### src/rtl/sseg_pkg.sv
// Shared 7-segment constants, hex glyph table and the saturating
// sign-magnitude adder used by the accumulator.
package sseg_pkg;

  // Active-low glyphs for the sign digit (gfedcba)
  localparam logic [6:0] SEG_BLANK = 7'b1111111;
  localparam logic [6:0] SEG_MINUS = 7'b0111111;

  // Widest operand sm_add_sat can handle
  localparam int SM_MAX_W = 32;

  // Active-low gfedcba patterns, entry k is hex digit k
  localparam logic [15:0][6:0] HEX_SEG = {
    7'b0001110,  // F
    7'b0000110,  // E
    7'b0100001,  // d
    7'b1000110,  // C
    7'b0000011,  // b
    7'b0001000,  // A
    7'b0010000,  // 9
    7'b0000000,  // 8
    7'b1111000,  // 7
    7'b0000010,  // 6
    7'b0010010,  // 5
    7'b0011001,  // 4
    7'b0110000,  // 3
    7'b0100100,  // 2
    7'b1111001,  // 1
    7'b1000000   // 0
  };

  // Saturating sign-magnitude add of two width-bit operands held in the low
  // bits of a and b. Returns the result in bits [width-1:0] and the overflow
  // flag in bit [width]; all higher bits are zero. A -0 operand counts as +0
  // and a zero result always carries a positive sign.
  function automatic logic [SM_MAX_W:0] sm_add_sat(
    input logic [SM_MAX_W-1:0] a,
    input logic [SM_MAX_W-1:0] b,
    input int                  width
  );
    logic [SM_MAX_W-1:0] mask;
    logic [SM_MAX_W-1:0] ma;
    logic [SM_MAX_W-1:0] mb;
    logic [SM_MAX_W-1:0] mag;
    logic                sa;
    logic                sb;
    logic                sign;
    logic                ovf;
    logic [SM_MAX_W:0]   res;
    mask = (SM_MAX_W'(1) << (width - 1)) - SM_MAX_W'(1);
    ma   = a & mask;
    mb   = b & mask;
    sa   = a[width-1];
    sb   = b[width-1] & (mb != '0);
    ovf  = 1'b0;
    if (sa == sb) begin
      // Sum of two magnitudes below 2^(width-1) always fits in width bits
      mag  = ma + mb;
      sign = sa;
      if (mag > mask) begin
        mag = mask;
        ovf = 1'b1;
      end
    end else if (ma >= mb) begin
      mag  = ma - mb;
      sign = sa;
    end else begin
      mag  = mb - ma;
      sign = sb;
    end
    if (mag == '0) sign = 1'b0;
    res            = {1'b0, mag};
    res[width-1]   = sign;
    res[width]     = ovf;
    return res;
  endfunction

endpackage

### src/rtl/sseg_hex_dec.sv
// Combinational hex-to-7-segment decoder with decimal point, active-low.
module sseg_hex_dec
  import sseg_pkg::*;
(
  input  logic [3:0] i_hex,
  input  logic       i_dp,
  output logic [7:0] o_sseg
);

  // Look up the glyph and drive dp low when it should be lit
  always_comb begin
    o_sseg = {~i_dp, HEX_SEG[i_hex]};
  end

endmodule

### src/rtl/sm_accum_disp.sv
// Sign-magnitude accumulator with saturation, sticky overflow and a
// time-multiplexed 7-segment display scanner.
module sm_accum_disp
  import sseg_pkg::*;
#(
  parameter int N            = 8,
  parameter int DIGITS       = 4,
  parameter int REFRESH_BITS = 18
) (
  input  logic              clk,
  input  logic              reset_n,
  input  logic [N-1:0]      data_in,
  input  logic              add,
  input  logic              clr,
  output logic [DIGITS-1:0] an,
  output logic [7:0]        sseg,
  output logic [N-1:0]      acc,
  output logic              ovf
);

  localparam int IDX_W  = $clog2(DIGITS);
  localparam int DISP_W = 4 * DIGITS;

  logic [N-1:0]            r_acc;
  logic                    r_ovf;
  logic                    r_add_q;
  logic [REFRESH_BITS-1:0] r_cnt;
  logic [DIGITS-1:0]       r_an;
  logic [7:0]              r_sseg;

  logic                    w_pulse;
  logic [N:0]              w_sum;
  logic [IDX_W-1:0]        w_idx;
  logic [DISP_W-1:0]       w_mag_ext;
  logic [3:0]              w_nib;
  logic [7:0]              w_hex_sseg;
  logic [7:0]              w_sign_sseg;

  assign w_pulse = add & ~r_add_q;

  // Candidate result and overflow for the current operand
  assign w_sum = (N+1)'(sm_add_sat(SM_MAX_W'(r_acc), SM_MAX_W'(data_in), N));

  // Digit index comes from the top bits of the free-running scan counter
  assign w_idx = r_cnt[REFRESH_BITS-1 -: IDX_W];

  // Magnitude zero-extended to a whole number of nibbles; leading zeros show '0'
  assign w_mag_ext = DISP_W'(r_acc[N-2:0]);
  assign w_nib     = w_mag_ext[{w_idx, 2'b00} +: 4];

  // Top digit: minus bar for negative values, dp marks overflow
  assign w_sign_sseg = {~r_ovf, (r_acc[N-1] ? SEG_MINUS : SEG_BLANK)};

  sseg_hex_dec u_hex_dec (
    .i_hex  (w_nib),
    .i_dp   (1'b0),
    .o_sseg (w_hex_sseg)
  );

  // Accumulator, overflow flag and add-button edge detector
  always_ff @(posedge clk) begin
    if (!reset_n) begin
      r_acc   <= '0;
      r_ovf   <= 1'b0;
      r_add_q <= 1'b0;
    end else begin
      r_add_q <= add;
      if (clr) begin
        r_acc <= '0;
        r_ovf <= 1'b0;
      end else if (w_pulse) begin
        r_acc <= w_sum[N-1:0];
        r_ovf <= r_ovf | w_sum[N];
      end
    end
  end

  // Scan counter and registered digit enables/segments
  always_ff @(posedge clk) begin
    if (!reset_n) begin
      r_cnt  <= '0;
      r_an   <= '1;
      r_sseg <= 8'hFF;
    end else begin
      r_cnt <= r_cnt + 1'b1;
      r_an  <= ~(DIGITS'(1) << w_idx);
      if (w_idx == IDX_W'(DIGITS - 1)) r_sseg <= w_sign_sseg;
      else                             r_sseg <= w_hex_sseg;
    end
  end

  assign an   = r_an;
  assign sseg = r_sseg;
  assign acc  = r_acc;
  assign ovf  = r_ovf;

endmodule

### config.mk
export PLATFORM = sky130hd
export DESIGN_NAME = sm_accum_disp
export DESIGN_NICKNAME = d
export VERILOG_FILES = /design/src/rtl/sseg_pkg.sv /design/src/rtl/sseg_hex_dec.sv /design/src/rtl/sm_accum_disp.sv
export SDC_FILE = /design/constraint.sdc
export NUM_CORES = 1
export LEC_CHECK = 0
export CAP_MARGIN = 20
export CORE_ASPECT_RATIO = 1.5
export CORE_MARGIN = 3
export CORE_UTILIZATION = 30
export DETAILED_ROUTE_END_ITERATION = 6
export GPL_TIMING_DRIVEN = 1
export HOLD_SLACK_MARGIN = 0.15
export PLACE_DENSITY = 0.53
export SLEW_MARGIN = 20
export SYNTH_ARGS = -nofsm -noshare
export SYNTH_HDL_FRONTEND = slang
export SYNTH_SLANG_ARGS = --single-unit
### constraint.sdc
create_clock -name clk -period 3.3 [get_ports clk]
set_clock_uncertainty 0.2 [all_clocks]
set_input_delay 0.33 -clock clk [delete_from_list [all_inputs] [get_ports clk]]
set_output_delay 0.33 -clock clk [all_outputs]
set_load 0.05 [all_outputs]
# Yosys cells after proc, flatten, opt, wreduce, memory -nomap -nowiden
# Memory sizes are Yosys's and may differ from the RTL's.
# Index checks and enable logic that the tools add are counted.
# classes
add_sub_neg,4
n_lt_le_gt_ge,3
n_eq_ne,4
n_shift,2
muxes,11
n_bitwise,7
reduce_logical,5
# ops
cell,n
2-to-1 mux 32 bit,2
zero test 32 bit,1
nonzero test 32 bit,1
2-to-1 mux 7 bit,3
"adder 18 x 1 -> 18 bit, second input constant",1
variable part select 16 x 5 -> 4 bit,1
subtractor 7 x 7 -> 8 bit,2
adder 7 x 7 -> 8 bit,1
"> comparator 8 x 7 -> 1 bit, second input constant",1
2-to-1 mux 8 bit,1
greater-or-equal comparator 7 bit,1
"less-than comparator 4 x 5 -> 1 bit, second input constant",1
2-to-1 mux 1 bit,5
"inequality test 2 x 1 -> 1 bit, second input constant",2
NOT 4 bit,1
"<< shifter 1 x 2 -> 4 bit, first input constant",1
NOT 1 bit,3
AND reduction 3 bit,1
AND 1 bit,2
"== test 2 bit, second input constant",1
AND reduction 2 bit,1
OR reduction 2 bit,1
== test 1 bit,1
OR 1 bit,1
# word_totals
reg_bits,40
rom_bits,112
input_bits,12
output_inout_bits,21
wordCells,45
mem_count,1
# mem_list
memory,words,width,rd,rd_clocked_by_memory_dff,write_ports,line_no,source
(no name shown),16,7,1,0,0,sseg_hex_dec.sv:12,"o_sseg = {~i_dp, HEX_SEG[i_hex]};"

# Longest topological paths before layout
# Gate-level depths: netlist of the first run.
# depth
word_depth,7
ltp_mapped,12
mapped_depth_nobuf,10

# Modules after synthesis
# A second synthesis of the first run with hierarchy kept.
# unflattened
cells_unflattened,333
hier_area_um2,2877.8
# by_module_without_submodules
module,instances,cells_per_inst,area_per_inst_um2,seq_area_each_um2
sm_accum_disp,1,297,2603.7,800.8
sseg_hex_dec,1,36,274.0,0.0

# Worst setup path after synthesis of the first run
# OpenSTA, ideal clock, no wires.
# synth_timing
kind,reg2reg
startpoint,"reg r_acc[5], in the netlist acc[5]"
endpoint,"reg r_acc[7], in the netlist acc[7]"
setup_time_ps,139
t_arrival_ps,2813
required_ps,2961
setup_slack_ps,148
stages_incl_launch_ff,11
path_buffers,1
period_less_slack_ps,3152
cell_sequence,dfxtp_1 ha_1 a21o_1 a21oi_1 a21boi_1 buf_2 mux2i_1 a21oi_1 mux2_4 nor4b_2 a41oi_1
# synth_between
elab_chain_len,7
word_cells_on_any_way,13
cone_classes,add/sub (3); order compare (2); eq/ne (2); mux (4); reduce/logical (2)
# synth_lines
item,line_no,source
start: declaration,sm_accum_disp.sv:24,logic [N-1:0] r_acc;
start signal: assignment,sm_accum_disp.sv:72,r_acc <= w_sum[N-1:0];
adder 7 x 7 -> 8 bit,sseg_pkg.sv:58,mag = ma + mb;
> comparator 8 x 7 -> 1 bit,sseg_pkg.sv:60,if (mag > mask) begin
2-to-1 mux 8 bit,sseg_pkg.sv:60,
2-to-1 mux 32 bit,sseg_pkg.sv:56,if (sa == sb) begin
zero test 32 bit,sseg_pkg.sv:71,if (mag == '0) sign = 1'b0;
inequality test 2 x 1 -> 1 bit (no line),--,
AND reduction 3 bit (no line),--,
# Parallel ways exist; a longest one is shown, timed or not.
# A chain may end at the register's enable or synchronous reset.

# Worst setup path in the final report of the first run
# layout_timing
startpoint,in data_in[2]
endpoint,"reg r_acc[7], in the netlist acc[7]"
# layout_between
elab_chain_len,7
word_cells_on_any_way,18
cone_classes,add/sub (3); order compare (2); eq/ne (3); mux (6); bitwise (1); reduce/logical (3)
# layout_lines
item,line_no,source
start: declaration,sm_accum_disp.sv:12,"input logic [N-1:0] data_in,"
adder 7 x 7 -> 8 bit or nonzero test 32 bit (tied branches),"sseg_pkg.sv:58, sseg_pkg.sv:54",
> comparator 8 x 7 -> 1 bit or AND 1 bit (tied branches),"sseg_pkg.sv:60, sseg_pkg.sv:54",
2-to-1 mux 8 bit or == test 1 bit (tied branches),"sseg_pkg.sv:60, sseg_pkg.sv:56",
2-to-1 mux 32 bit,sseg_pkg.sv:56,
zero test 32 bit,sseg_pkg.sv:71,
inequality test 2 x 1 -> 1 bit (no line),--,
AND reduction 3 bit (no line),--,
# Parallel ways exist; a longest one is shown, timed or not. The select of a mux whose other input is x is not followed.

==> flow_summary.json, run 1 <==
{
  "endpoint_kind": "flip-flop",
  "setup_ws_ps": 185,
  "rsz0062_at_grt": "no",
  "max-clock-path-buffers": 2,
  "clock-sinks": 40,
  "worstHoldPathType": "reg2reg",
  "grt_max_degree": 21,
  "synth_commonest_cells": "dfxtp_1 (40), ha_1 (28), inv_1 (23), nand2_1 (23)",
  "postPlaceCellArea_um2": 3530,
  "grt_pass1_vias": 2539,
  "firstDrtPassIters": 6,
  "pin_count": 33,
  "ys.flop_type": "dfxtp_1",
  "post-route-util": 0.409,
  "min_period_over_period": 0.944,
  "synth-seq-cells": 40,
  "power_mw": 1.37,
  "post-dp-hpwl_um": 5720,
  "arrival_ps": 3060,
  "finalHoldWorstSlack_ps": 261,
  "synth.most_common_cell": "dfxtp_1",
  "antenna_found_initial": 0,
  "coreArea_um2": 8990,
  "start_util": 0.313,
  "slew_headroom": 0.387,
  "cpMostUsedCell": "inv_1",
  "grt_remaining_overflow": 0,
  "cts_tree": "done",
  "fp-row-count": 42,
  "cap_violations": 0,
  "postCtsHoldBufs": 0,
  "dr_total_vias": 2495,
  "finalCriticalPeriod_ps": 3110,
  "synth_cell_types": 58,
  "numCtsBuffers": 5,
  "pre_cts_ws_ps": -64.1,
  "netlist_area_um2": 2810,
  "yosys.area.top_type": "dfxtp_1",
  "hold_viol": 0,
  "nNetsFinal": 435,
  "slew_violations": 0,
  "crit_fanout": 8,
  "required_ps": 3250,
  "synth_edf_count": 0,
  "drc": 0,
  "cts_resized": 0,
  "syn_avg_cell_area_um2": 8.71,
  "die_h_um": 125,
  "cpMaxStageDelayCell": "clkdlybuf4s50_1",
  "routed_wl_um": 7100,
  "clock.fmax_mhz": 321,
  "synthArstFlopShare": 0,
  "drtAntennaViolNets": 0,
  "yosysSeqAreaShare": 0.285,
  "ir_drop_uv": 288,
  "p_leak_nw": 1.55,
  "io_buffers": 32,
  "synthToLayoutAreaGrowth_pct": 30.8,
  "crit_chain": "clkdlybuf4s50_1 > inv_1 > ha_1 > inv_1 > a221oi_4 > o211ai_4 > buf_4 > o31ai_1 > a2bb2oi_1 > nor4b_2 > a41oi_1",
  "place_congestion": 0.837,
  "fp.dieW_um": 85.1,
  "drive_above_1_share": 0.160,
  "tightest_slew_ps": 913,
  "path_clk_slew_ps": 50,
  "synth_warnings": 0,
  "drt-wirelength-per-cell_um": 14.1,
  "htreeDepth": 2,
  "ys_top_cells_by_area": "dfxtp_1 (28%), ha_1 (12%), mux2i_1 (4.6%), and2_1 (4.4%), xnor2_1 (4.4%)",
  "powerDensity_nw_per_um2": 372,
  "drt_iter0_drc": 89,
  "synth_top_cell_area_share": 0.285,
  "crit_path_start_kind": "primary input",
  "synthCells": 323,
  "critPathKind": "in2reg",
  "status": "complete, no violations",
  "dieArea_um2": 10600,
  "cts_setup_buffers": 0,
  "clk_latency_ps": 280,
  "max_stage_delay_ps": 530,
  "vias_per_cell": 4.96,
  "clockRootBuffer": "clkbuf_16",
  "insertedDiodeCount": 0,
  "synthesis.nets": 366,
  "setup_violations": 0,
  "grtUsageTotal": 0.140,
  "fin_area_um2": 3680,
  "grt_pass1_wl_um": 12200
}
-- kinds of logic (layout without fill, tap and decap cells) --
family,Yosys count,in the layout,synth area share
AND/OR/NAND/NOR,113,113,0.215
XOR/XNOR,16,16,0.0498
adder cells (fa/ha/maj),31,31,0.146
buffers and inverters,37,107,0.0551
flip-flops,40,40,0.285
AO/OA/AOI/OAI,68,68,0.181
multiplexers,18,18,0.0689
-- state kept, by name (all words and copies together) (netlist names) --
signal / count
r_cnt: 18
acc: 8
sseg: 8
an: 4
ovf: 1
r_add_q: 1
-- where the power goes --
part / switching [mW] / internal [mW]
clock: 0.179 / 0.301
sequential: 0.0105 / 0.500
combinational: 0.207 / 0.173
-- path summary, 6_finish.rpt --
check	startpoint	depth (start not counted)	to	slack, ps
worst max-delay path	data_in[2]	11	acc[7]	190
worst min-delay path	ovf	1	sseg[7]	260
worst max register to register	acc[5]	11	acc[7]	330
worst min register to register	ovf	1	sseg[7]	260
-- critical path, delay by kind of cell --
kind                       cells  cell delay, ps
AOI/OAI and AO/OA              5            1180
buffers and inverters          4             900
adders and majority gates      1             400
and+or+nand+nor                1             260
-- final cells by class --
type	instances	area, µm²
Sequential cell	40	801
Multi-Input combinational cell	246	1860
Inverter	23	86.3
Clock buffer	8	146
Timing Repair Buffer	76	651
Tap cell	110	138
Fill cell	927	5310
-- cells in the final DEF (no fill, tap or decap), types with 7 or more instances in the layout --
cell             Yosys  final
ha_1                28     28
inv_1               23     23
buf_4                0     44
o21ai_0             14     14
nand2_1             23     23
clkdlybuf4s50_1      0     32
xnor2_1             14     14
dfxtp_1             40     40
nand3_1             13     13
a21oi_1             14     14
nand4_1              7      7
nor2_1              20     20
and2_1              20     20
mux2i_1             13     13
-- metrics by stage --
| stage | std cells | setup TNS, ps |
|---|---|---|
| after detailed placement | 495 | -101 |
| after floorplan | 323 | 0 |
| after global routing | 503 | 0 |
| after CTS | 503 | 0 |
| final | 503 | 0 |
| after global placement | 495 | -61.9 |
-- layer usage --
metal,up-vias,track usage,wire length [µm]
li1,1271,-,-
met1,1179,0.166,2990
met2,37,0.251,3790
met3,8,0.0232,198
met4,0,0.0410,120
met5,-,0,0
Power figures use the tool's default switching activity.
==> run 2, diff against run 1 <==
--- a/config.mk
+++ b/config.mk
@@ -7,7 +7,6 @@
 export LEC_CHECK = 0
 export CAP_MARGIN = 20
 export CORE_ASPECT_RATIO = 1.5
-export CORE_MARGIN = 3
 export CORE_UTILIZATION = 30
 export DETAILED_ROUTE_END_ITERATION = 6
 export GPL_TIMING_DRIVEN = 1
==> run 2 against run 1 <==
Effect of this change:
- register-to-register slack better by 110 ps
- critical endpoint unchanged
- sequential cell count stayed put
- largest power group is now clock
- clock-buffer cell count is 2 lower
- total power is 5.0% higher
- utilization hardly changed
- final cell count is 0.80% lower
- combinational power hardly changed
- critical path type unchanged
==> flow_summary.json, run 2 (same netlist as run 1, synthesis figures left out) <==
{
  "status": "complete, no violations",
  "crit_fanout": 5,
  "post-place-cells": 491,
  "final_cell_mix": "dfxtp_1 (40), buf_4 (40), clkdlybuf4s50_1 (32)",
  "drt-wirelength-per-cell_um": 14.2,
  "drive_above_1_share": 0.162,
  "fp.dieW_um": 81.1,
  "cpMaxStageDelayCell": "clkdlybuf4s50_1",
  "crit_buf_inv": 3,
  "largest_reg_flops": 18,
  "p_sw_frac": 0.286,
  "slew_violations": 0,
  "hold_viol": 0,
  "setup_ws_ps": 245,
  "critPathKind": "in2reg",
  "nNetsFinal": 431,
  "fin_area_um2": 3680,
  "synthToLayoutAreaGrowth_pct": 30.7,
  "pwr-share-seq": 0.354,
  "endpoint_kind": "flip-flop",
  "cpLargestDelayFamily": "compound AO/OA/AOI/OAI gates",
  "comb_power_share": 0.266,
  "insertedDiodeCount": 0,
  "arrival_ps": 3010,
  "cts_tree": "done",
  "fin_cells": 499,
  "setup_violations": 0,
  "drtAntennaViolNets": 0,
  "coreArea_um2": 8990,
  "max_stage_delay_ps": 470,
  "regMostFlops": "r_cnt",
  "ir_drop_uv": 290,
  "die_h_um": 121,
  "routed_wl_um": 7080,
  "crit_chain": "clkdlybuf4s50_1 > inv_1 > ha_1 > a21o_1 > a21oi_1 > a21boi_2 > buf_4 > mux2_2 > o31a_1 > mux2i_1 > a22oi_1 > a41oi_1",
  "grt_use_met1": 0.164,
  "numCtsBuffers": 5,
  "clkPwrFrac": 0.381,
  "finalHoldWorstSlack_ps": 256,
  "clk_latency_ps": 280,
  "grt_pass1_vias": 2503,
  "drc": 0,
  "dr_total_vias": 2460,
  "post-dp-hpwl_um": 5800,
  "grtUsageTotal": 0.155,
  "met3_usage": 0.0257,
  "powerDensity_nw_per_um2": 391,
  "slew_headroom": 0.410,
  "pin_count": 33,
  "firstDrtPassIters": 4,
  "busiest_layer": "met2",
  "fp-row-count": 42,
  "drt_iter0_drc": 74,
  "grt_pass1_wl_um": 11700,
  "met2_usage": 0.287,
  "finalCriticalPeriod_ps": 3060,
  "min_period_over_period": 0.926,
  "grt_remaining_overflow": 0,
  "fillers": 907,
  "antenna_found_initial": 0,
  "place_congestion": 0.869,
  "cts_setup_buffers": 0,
  "cap_violations": 0,
  "p_leak_nw": 1.54,
  "worstHoldPathType": "reg2reg",
  "tightest_slew_ps": 879,
  "clock-sinks": 40,
  "pre_cts_ws_ps": -85.1,
  "max-clock-path-buffers": 2,
  "path_clk_slew_ps": 60,
  "vias_per_cell": 4.93,
  "postCtsHoldBufs": 0,
  "power_mw": 1.44,
  "dieArea_um2": 9780,
  "clockRootBuffer": "clkbuf_16",
  "power.internal_mw": 1.03,
  "start_util": 0.313,
  "crit_path_start_kind": "primary input",
  "power_switching_mw": 0.412,
  "rsz0062_at_grt": "no",
  "postPlaceCellArea_um2": 3500,
  "clock.fmax_mhz": 327,
  "required_ps": 3250,
  "grt_max_degree": 18,
  "htreeDepth": 2,
  "io_buffers": 32
}
[run 2: cell count changes in the layout (fill, tap and decap cells not counted), sizes merged]
| cell | previous run | this run |
|---|---|---|
| bufinv | 0 | 1 |
| clkbuf | 8 | 6 |
| clkinv | 0 | 1 |
| buf | 44 | 40 |
[run 2: cell type report]
type,instances,area [µm²],area share
multi-input combinational,246,1870,0.508
sequential,40,801,0.218
timing repair buffer,72,621,0.169
tap,110,138,0.0374
clock buffer,6,129,0.0350
inverter,23,86.3,0.0235
clock inverter,2,35.0,0.00953
[run 2: power groups by stage]
stage | registers [mW] | logic, mW | clock network [mW]
floorplan | 0.565 | 0.188 | 0
global placement | 0.520 | 0.379 | 0
detailed placement | 0.520 | 0.378 | 0
CTS | 0.509 | 0.381 | 0.564
global route | 0.511 | 0.415 | 0.586
finish | 0.509 | 0.382 | 0.547
[run 2: path summary, 6_finish.rpt]
kind,startpoint,to,slack [ps],cells after the start
worst max-delay path,data_in[5],acc[7],240,12
worst min-delay path,ovf,sseg[7],260,1
worst max register to register,acc[0],acc[7],440,11
worst min register to register,ovf,sseg[7],260,1
[run 2: repair_timing]
item,4_1_cts,5_1_grt
endpoints found under the setup margin,0,1
endpoints found under the hold margin,0,0
gates resized for setup,0,3
[run 2: metrics by stage]
step | TNS, ps | util
2_1_floorplan | 0 | -
3_3_place_gp | -26.0 | 0.390
5_1_grt | 0 | 0.409
4_1_cts | 0 | 0.408
6_report | 0 | 0.409
3_5_place_dp | -150 | 0.390
[run 2: routing by layer]
| layer | part of all wire | wire [µm] |
|---|---|---|
| met4 | 0.030 | 214 |
| met3 | 0.026 | 187 |
| met5 | 0 | 0 |
| met2 | 0.53 | 3780 |
| met1 | 0.41 | 2900 |
[run 2: worst reg2reg max path: cells and delay by family (launching register included)]
family                   cells  cell delay, ps
AO/OA/AOI/OAI                4             580
adder cells (fa/ha/maj)      2             600
buffers and inverters        2             230
flip-flops                   1             330
multiplexers                 2             520
AND/OR/NAND/NOR              1             270
==> run 3, diff against run 2 <==
--- a/config.mk
+++ b/config.mk
@@ -12,7 +12,6 @@
 export GPL_TIMING_DRIVEN = 1
 export HOLD_SLACK_MARGIN = 0.15
 export PLACE_DENSITY = 0.53
-export SLEW_MARGIN = 20
 export SYNTH_ARGS = -nofsm -noshare
 export SYNTH_HDL_FRONTEND = slang
 export SYNTH_SLANG_ARGS = --single-unit
==> results of run 3 <==
Same layout as run 2: the final DEF is identical, and so are final timing and power.
